## src/rtl/instr_seq_pkg.sv

```systemverilog
// Shared constants, state encoding and control-word layout for instr_sequencer.
// Instruction format: {op[15:12], rd[11:8], ext/immhi[7:4], rs/immlo[3:0]}.
package instr_seq_pkg;

    localparam int INSTR_W = 16;

    localparam logic [3:0] OP_REG   = 4'h0;
    localparam logic [3:0] OP_SHIFT = 4'h8;
    localparam logic [3:0] OP_CMPUI = 4'hC;
    localparam logic [3:0] OP_MOVI  = 4'hD;

    localparam logic [7:0] ALU_NOP   = 8'h00;
    localparam logic [7:0] ALU_AND   = 8'h01;
    localparam logic [7:0] ALU_CMPU  = 8'h08;
    localparam logic [7:0] ALU_CMP   = 8'h0B;
    localparam logic [7:0] ALU_CMPUI = 8'h0C;
    localparam logic [7:0] ALU_ANDI  = 8'h10;
    localparam logic [7:0] ALU_ORI   = 8'h20;
    localparam logic [7:0] ALU_ARSHI = 8'h83;
    localparam logic [7:0] ALU_CMPI  = 8'hB0;

    typedef enum logic [1:0] {
        ST_IDLE  = 2'd0,
        ST_ISSUE = 2'd1,
        ST_MOVI2 = 2'd2,
        ST_HALT  = 2'd3
    } state_t;

    typedef struct packed {
        logic [7:0]  op_code;
        logic [15:0] reg_enable;
        logic [3:0]  a_sel;
        logic [3:0]  b_sel;
        logic        use_imm;
        logic [15:0] imm;
    } ctrl_t;

    // Compares and NOP only set flags, so they never write a register.
    function automatic logic writes_back(input logic [7:0] opc);
        return !(opc == ALU_NOP || opc == ALU_CMP || opc == ALU_CMPU ||
                 opc == ALU_CMPI || opc == ALU_CMPUI);
    endfunction

endpackage

```

## src/rtl/instr_fifo2.sv

```systemverilog
// Two-entry synchronous FIFO with push/pop/flush; flush has priority over push.
module instr_fifo2 #(
    parameter int W     = 16,
    parameter int DEPTH = 2
) (
    input  logic         clk,
    input  logic         reset,
    input  logic         push,
    input  logic         pop,
    input  logic         flush,
    input  logic [W-1:0] din,
    output logic [W-1:0] dout,
    output logic         full,
    output logic         empty
);
    logic [W-1:0] mem [2];
    logic         wr_ptr;
    logic         rd_ptr;
    logic [1:0]   cnt;

    assign dout  = mem[rd_ptr];
    assign full  = (cnt == 2'(DEPTH));
    assign empty = (cnt == 2'd0);

    always_ff @(posedge clk) begin
        if (!reset) begin
            mem[0] <= '0;
            mem[1] <= '0;
            wr_ptr <= 1'b0;
            rd_ptr <= 1'b0;
            cnt    <= 2'd0;
        end else if (flush) begin
            wr_ptr <= 1'b0;
            rd_ptr <= 1'b0;
            cnt    <= 2'd0;
        end else begin
            if (push) begin
                mem[wr_ptr] <= din;
                wr_ptr      <= ~wr_ptr;
            end
            if (pop) begin
                rd_ptr <= ~rd_ptr;
            end
            cnt <= cnt + 2'(push) - 2'(pop);
        end
    end

endmodule

```

## src/rtl/instr_sequencer.sv

```systemverilog
// Decodes queued 16-bit instruction words into registered datapath controls.
// Optional MOVI expansion is enabled with `define INSTR_SEQ_MOVI_EN.
module instr_sequencer
    import instr_seq_pkg::*;
#(
    parameter int FIFO_DEPTH = 2,
    parameter int CNT_W      = 16
) (
    input  logic               clk,
    input  logic               reset,
    input  logic [15:0]        instr,
    input  logic               instr_valid,
    output logic               instr_ready,
    output logic [7:0]         opCode,
    output logic [15:0]        regEnable,
    output logic [3:0]         a_select,
    output logic [3:0]         b_select,
    output logic               use_imm,
    output logic [15:0]        immediate,
    output logic               issue_valid,
    output logic               illegal,
    output logic               halted,
    output logic [CNT_W-1:0]   retired_count,
    output logic [1:0]         dbg_state
);
    // Handshake: a word transfers on a rising edge where instr_valid && instr_ready;
    // instr_ready depends only on queue occupancy and halted, never on instr_valid.

    state_t state, state_nxt;

    logic [INSTR_W-1:0] fifo_dout;
    logic               fifo_full, fifo_empty;
    logic               fifo_push, fifo_pop, fifo_flush;
    logic               accept, can_issue, head_valid, take, bypass;
    logic [INSTR_W-1:0] head;
    logic [3:0]         op, rd, ext, rs;
    logic [7:0]         imm8;

    ctrl_t dec, ctrl_nxt;
    logic  dec_legal, dec_movi;
    logic  issue_nxt, illegal_nxt;
    logic [3:0] movi_rd;
    logic [7:0] movi_imm;

    assign instr_ready = !fifo_full && !halted;
    assign accept      = instr_valid && instr_ready;
    assign can_issue   = (state == ST_IDLE) || (state == ST_ISSUE);
    assign head_valid  = !fifo_empty || accept;
    // An empty queue forwards the incoming word straight into decode for N+1 latency.
    assign head        = fifo_empty ? instr : fifo_dout;
    assign take        = can_issue && head_valid;
    assign bypass      = take && fifo_empty;
    assign fifo_pop    = take && !fifo_empty;
    assign fifo_push   = accept && !bypass;
    assign fifo_flush  = take && !dec_legal;
    assign dbg_state   = state;

    assign op   = head[15:12];
    assign rd   = head[11:8];
    assign ext  = head[7:4];
    assign rs   = head[3:0];
    assign imm8 = head[7:0];

    instr_fifo2 #(.W(INSTR_W), .DEPTH(FIFO_DEPTH)) u_fifo (
        .clk   (clk),
        .reset (reset),
        .push  (fifo_push),
        .pop   (fifo_pop),
        .flush (fifo_flush),
        .din   (instr),
        .dout  (fifo_dout),
        .full  (fifo_full),
        .empty (fifo_empty)
    );

    always_comb begin
        dec        = '0;
        dec_legal  = 1'b1;
        dec_movi   = 1'b0;
        dec.a_sel  = rd;
        dec.b_sel  = rs;
        case (op)
            OP_REG: begin
                dec.op_code = {4'h0, ext};
                dec_legal   = (ext <= 4'h9) || (ext == 4'hB) || (ext == 4'hF);
            end
            4'h1, 4'h2, 4'h3, 4'h4, 4'h6, OP_CMPUI: begin
                dec.op_code = (op == OP_CMPUI) ? ALU_CMPUI : {op, 4'h0};
                dec.use_imm = 1'b1;
                dec.imm     = {8'h00, imm8};
            end
            4'h5, 4'h7, 4'h9, 4'hB: begin
                dec.op_code = {op, 4'h0};
                dec.use_imm = 1'b1;
                dec.imm     = {{8{imm8[7]}}, imm8};
            end
            OP_SHIFT: begin
                dec.op_code = {op, ext};
                if (ext[3:2] == 2'b00) begin
                    dec.use_imm = 1'b1;
                    dec.imm     = {12'h000, rs};
                end else if (ext[3:2] != 2'b01) begin
                    dec_legal = 1'b0;
                end
            end
`ifdef INSTR_SEQ_MOVI_EN
            OP_MOVI: begin
                // First half clears rd; the MOVI2 cycle ORs in the immediate.
                dec_movi    = 1'b1;
                dec.op_code = ALU_ANDI;
                dec.use_imm = 1'b1;
            end
`endif
            default: dec_legal = 1'b0;
        endcase
        dec.reg_enable = writes_back(dec.op_code) ? (16'b1 << rd) : 16'h0000;
    end

    always_comb begin
        ctrl_nxt    = '0;
        issue_nxt   = 1'b0;
        illegal_nxt = 1'b0;
        state_nxt   = state;
        case (state)
            ST_IDLE, ST_ISSUE: begin
                if (!take) begin
                    state_nxt = ST_IDLE;
                end else if (!dec_legal) begin
                    illegal_nxt = 1'b1;
                    state_nxt   = ST_HALT;
                end else begin
                    if (dec.op_code != ALU_NOP) begin
                        ctrl_nxt  = dec;
                        issue_nxt = 1'b1;
                    end
                    state_nxt = dec_movi ? ST_MOVI2 : ST_ISSUE;
                end
            end
            ST_MOVI2: begin
                ctrl_nxt.op_code    = ALU_ORI;
                ctrl_nxt.reg_enable = 16'b1 << movi_rd;
                ctrl_nxt.a_sel      = movi_rd;
                ctrl_nxt.b_sel      = movi_imm[3:0];
                ctrl_nxt.use_imm    = 1'b1;
                ctrl_nxt.imm        = {8'h00, movi_imm};
                issue_nxt           = 1'b1;
                state_nxt           = head_valid ? ST_ISSUE : ST_IDLE;
            end
            ST_HALT: state_nxt = ST_HALT;
            default: state_nxt = ST_IDLE;
        endcase
    end

    always_ff @(posedge clk) begin
        if (!reset) begin
            state         <= ST_IDLE;
            opCode        <= ALU_NOP;
            regEnable     <= '0;
            a_select      <= '0;
            b_select      <= '0;
            use_imm       <= 1'b0;
            immediate     <= '0;
            issue_valid   <= 1'b0;
            illegal       <= 1'b0;
            halted        <= 1'b0;
            retired_count <= '0;
            movi_rd       <= '0;
            movi_imm      <= '0;
        end else begin
            state       <= state_nxt;
            opCode      <= ctrl_nxt.op_code;
            regEnable   <= ctrl_nxt.reg_enable;
            a_select    <= ctrl_nxt.a_sel;
            b_select    <= ctrl_nxt.b_sel;
            use_imm     <= ctrl_nxt.use_imm;
            immediate   <= ctrl_nxt.imm;
            issue_valid <= issue_nxt;
            illegal     <= illegal_nxt;
            if (illegal_nxt) begin
                halted <= 1'b1;
            end
            if (issue_nxt) begin
                retired_count <= retired_count + CNT_W'(1);
            end
            if (take && dec_movi) begin
                movi_rd  <= rd;
                movi_imm <= imm8;
            end
        end
    end

endmodule
```

## config.mk

```make
export PLATFORM = sky130hd
export DESIGN_NAME = instr_sequencer
export DESIGN_NICKNAME = d
export VERILOG_FILES = /design/src/rtl/instr_seq_pkg.sv /design/src/rtl/instr_fifo2.sv /design/src/rtl/instr_sequencer.sv
export SDC_FILE = /design/constraint.sdc
export NUM_CORES = 1
export LEC_CHECK = 0
export ABC_CLOCK_PERIOD_IN_PS = 4950
export BUFFER_PORTS_ARGS = -buffer_cell sky130_fd_sc_hd__buf_2
export CORE_ASPECT_RATIO = 0.8
export CORE_MARGIN = 5
export CORE_UTILIZATION = 30
export DETAILED_ROUTE_END_ITERATION = 10
export SYNTH_ARGS = -nofsm -noshare
export SYNTH_HDL_FRONTEND = slang
export SYNTH_SLANG_ARGS = --single-unit
```

## constraint.sdc

```tcl
create_clock -name clk -period 4.95 [get_ports clk]
set_input_delay 0.495 -clock clk [delete_from_list [all_inputs] [get_ports clk]]
set_output_delay 0.495 -clock clk [all_outputs]
set_load 0.02 [all_outputs]
```

==> impl_summary.txt <==
----------------------------------------------------
[Clock network]
  Number of buffers created by CTS ... 9
  Number of H-tree branching levels ... 3
  Post CTS Setup Buffer Count ... 0
  Number of gates given a new drive strength after cts ... 0
  Clock transition at the registers of the reported paths ... 0.07 ns
  CTS Buffer Depth ... 2
  Clock tree root buffer cell ... sky130_fd_sc_hd__clkbuf_16
  Clock tree from TritonCTS ... done
  Post-CTS Hold Buffers ... 0
  Latest clock arrival within the worst-skew pair ... 0.36 ns
  Clock Sink Count ... 100

[Synthesis]
  Share of the synthesized area in the top cell type ... 0.287
  Netlist area before placement ... 4740 µm²
  Largest cells by area after synthesis ... sky130_fd_sc_hd__dfxtp_1 29%, sky130_fd_sc_hd__edfxtp_1 20%, sky130_fd_sc_hd__mux2i_1 5.1%, sky130_fd_sc_hd__and2_1 4.6%, sky130_fd_sc_hd__nor2_1 3.8%
  Leading area contributor after synthesis ... sky130_fd_sc_hd__dfxtp_1
  Syn_nets ... 506
  Share of async-settable or async-resettable flops after synthesis ... 0
  Most instantiated cells after synthesis ... 68 x sky130_fd_sc_hd__dfxtp_1, 48 x sky130_fd_sc_hd__nor2_1, 35 x sky130_fd_sc_hd__and2_1, 32 x sky130_fd_sc_hd__edfxtp_1, 32 x sky130_fd_sc_hd__nand2_1
  Count leader, synth ... sky130_fd_sc_hd__dfxtp_1
  Number of synthesized flops with an enable pin ... 32
  Count of distinct cell types in the synthesized netlist ... 59
  Sequential share of the synthesized area ... 0.489
  Syn. warnings ... 0
  Flop and latch count out of synthesis ... 100
  Number of cells produced by synthesis ... 484
  Predominant post-synthesis flop cell ... sky130_fd_sc_hd__dfxtp_1
  Average size of a mapped cell ... 9.80 µm²

[STA]
  Unrepaired setup endpoints after global routing ... no
  Final Max Slew Viols ... 0
  Final critical delay including setup and external delays ... 3.84 ns
  Final clock skew ... 0.0150 ns
  Upper clock frequency limit ... 0.261 GHz
  Tightest Pin Transition ... 0.949 ns
  Worst slew margin relative to its limit ... 0.367
  Final Cycle Share ... 0.775
  Final hold violations ... 0
  Sum Neg Setup Slack ... 0 ns
  Setup violations, final ... 0

[Placement]
  Count of input and output buffers ... 89
  Post-detail-place hpwl ... 9.11 mm
  Final Wtd Congestion ... 0.840
  Placed Area ... 5270 µm²

[Power and ir drop]
  Net Sw Frac ... 0.433
  Share of total power in the clock network ... 0.228
  Combinational group share of total power ... 0.404
  Portion of total power attributed to sequential cells ... 0.368
  Leakage Power ... 2.23 nW
  Worst ir drop on vdd ... 0.000208 V
  Internal portion of total power ... 1.73 mW
  Reported net switching power ... 1.32 mW
  Power density over the cells ... 549 nW/µm²

[Routing]
  Post-detailed-route via-to-cell ratio ... 5.15
  Final WL ... 12.6 mm
  Antenna Nets Post-Route ... 0
  Total vias in the final route ... 3959
  Count of routing violations after the opening detailed-route iteration ... 292
  Number of detailed-route iterations in the first pass ... 5
  DRC violations left ... 0
  Wire length per cell after detailed routing ... 16.4 µm

[Worst setup path]
  Category of the worst setup path launch point ... register
  Worst setup path category ... reg -> reg
  Endpoint arrival time on the critical path ... 3.82 ns
  Critical path fanouts, max ... 17
  R2r setup slk ... 1.11 ns
  CP endpoint kind ... register
  Critical path required time ... 4.93 ns

[GRT]
  Overflow left after global routing ... 0
  Antenna violations before repair ... 3
  Largest net degree at the start of global routing ... 51
  Global-route wire length before repair ... 19.8 mm
  Gr usage total ... 0.139
  Vias in the first global route ... 3632

[Cells and area]
  Fraction of final layout cells sized beyond drive strength 1 ... 0.237
  Fin area ... 5560 µm²
  # fillers ... 1582
  Share of the core filled with cells in the final layout ... 0.356
  Net total in the final layout ... 570
  Synth-to-layout area growth ... 17.3%

[Floorplanning]
  Num rows ... 41
  Area enclosed by the die boundary ... 18400 µm²
  DIE WIDTH ... 151 µm
  Initial core utilization ... 0.303
  Count of pins on the block boundary ... 90
  Placeable core region ... 15600 µm²
  Chip Height ... 122 µm

[Min path]
  Type of the worst min-delay path ... in -> reg

[Run]
  Max-cap violations ... 0

[Outcome]
  Status ... completed

----------------------------------------------------
==> placed cells by master (no fill, tap or decap), types with 2 or more instances in the layout <==
cell type                   instances
sky130_fd_sc_hd__ha_1               3
sky130_fd_sc_hd__and3_1             5
sky130_fd_sc_hd__nor4_1             6
sky130_fd_sc_hd__inv_6              3
sky130_fd_sc_hd__xnor2_1            4
sky130_fd_sc_hd__buf_2             89
sky130_fd_sc_hd__edfxtp_1          32
sky130_fd_sc_hd__mux2_2             2
sky130_fd_sc_hd__o21ai_0           11
sky130_fd_sc_hd__o211ai_1           2
sky130_fd_sc_hd__nor2b_1            3
sky130_fd_sc_hd__buf_4              2
sky130_fd_sc_hd__nor4_2            12
sky130_fd_sc_hd__o2111ai_1          4
sky130_fd_sc_hd__nand4_1           10
sky130_fd_sc_hd__o21a_1             2
sky130_fd_sc_hd__and2_1            35
sky130_fd_sc_hd__a31oi_1           11
sky130_fd_sc_hd__nand3_1           21
sky130_fd_sc_hd__nor2_1            48
sky130_fd_sc_hd__a21oi_1           22
sky130_fd_sc_hd__or3_1              4
sky130_fd_sc_hd__mux2i_1           24
sky130_fd_sc_hd__a21oi_2            3
sky130_fd_sc_hd__nand2_1           32
sky130_fd_sc_hd__and4_1             3
sky130_fd_sc_hd__nand2_2            2
sky130_fd_sc_hd__a21o_1             5
sky130_fd_sc_hd__o211a_1            2
sky130_fd_sc_hd__o311ai_1          10
sky130_fd_sc_hd__inv_1              6
sky130_fd_sc_hd__or4_1              8
sky130_fd_sc_hd__nor3_1            15
sky130_fd_sc_hd__nand2b_1           8
sky130_fd_sc_hd__dfxtp_1           68
sky130_fd_sc_hd__clkbuf_16          9
sky130_fd_sc_hd__nor4b_1            2
==> critical path, stage by stage (launching register included) <==
cell,delay (ns)
sky130_fd_sc_hd__dfxtp_1,0.89
sky130_fd_sc_hd__mux2_2,0.43
sky130_fd_sc_hd__mux2i_2,0.28
sky130_fd_sc_hd__mux2i_1,0.29
sky130_fd_sc_hd__o21ai_0,0.12
sky130_fd_sc_hd__nand3_1,0.27
sky130_fd_sc_hd__and4_1,0.52
sky130_fd_sc_hd__nand2b_1,0.66
==> power by group through the flow <==
stage	clock, mW	combinational [mW]	sequential, mW
after floorplan	0	0.806	1.24
after global placement	0	1.22	1.14
after detailed placement	0	1.23	1.15
after CTS	0.716	1.23	1.13
after global routing	0.747	1.36	1.15
final	0.695	1.23	1.12
==> stage by stage <==
stage / power [mW] / hold WS (ns) / setup WS, ns / instances
CTS: 3.08 / 0.417 / 1.13 / 768
global placement: 2.36 / 0.461 / 1.26 / 752
global route: 3.26 / 0.455 / 0.809 / 769
detailed placement: 2.37 / 0.472 / 1.14 / 752
floorplan: 2.05 / 0.481 / 2.18 / 484
finish: 3.05 / 0.435 / 1.11 / 769
==> layer usage <==
| metal | GRT usage | up-vias | share of wire | wire (µm) |
|---|---|---|---|---|
| li1 | - | 1905 | - | - |
| met1 | 0.187 | 1868 | 0.44 | 5550 |
| met2 | 0.208 | 159 | 0.46 | 5730 |
| met3 | 0.0461 | 23 | 0.084 | 1050 |
| met4 | 0.0521 | 4 | 0.018 | 228 |
| met5 | 0 | - | 0.0017 | 21 |
==> cell type report <==
| cell class | instances | area [µm²] | share of cell area |
|---|---|---|---|
| repair buffers | 91 | 460 | 0.0828 |
| well taps | 215 | 269 | 0.0483 |
| diodes | 1 | 2.50 | 0.000450 |
| inverters | 7 | 26.3 | 0.00472 |
| multi-input cells | 339 | 2190 | 0.394 |
| flip-flops and latches | 100 | 2320 | 0.417 |
| clock buffers | 9 | 225 | 0.0405 |
| clock inverters | 7 | 67.6 | 0.0121 |
==> logic make-up after synthesis <==
group,after synthesis,synth area share
AND/OR/NAND/NOR,221,0.263
flip-flops,100,0.489
AO/OA/AOI/OAI,83,0.123
buffers and inverters,45,0.0488
multiplexers,27,0.0583
XOR/XNOR,5,0.00923
adder cells (fa/ha/maj),3,0.00791
==> sequential cells by signal, indices dropped and copies added, names as in the netlist, 2 cells and up, named ones only <==
name	flops
dbg_state	2
u_fifo.mem	32
immediate	9
u_fifo.cnt	2
retired_count	16
opCode	8
regEnable	16
b_select	4
a_select	4
==> worst paths after layout <==
check | start | to | cells after the start
worst min-delay path | instr[1] | b_select[1] | 3
worst max-delay path | register | u_fifo.mem[1][15] | 7
worst max register to register | register | u_fifo.mem[1][15] | 7
worst min register to register | halted | halted | 2
(Power assumes the default switching activity.)
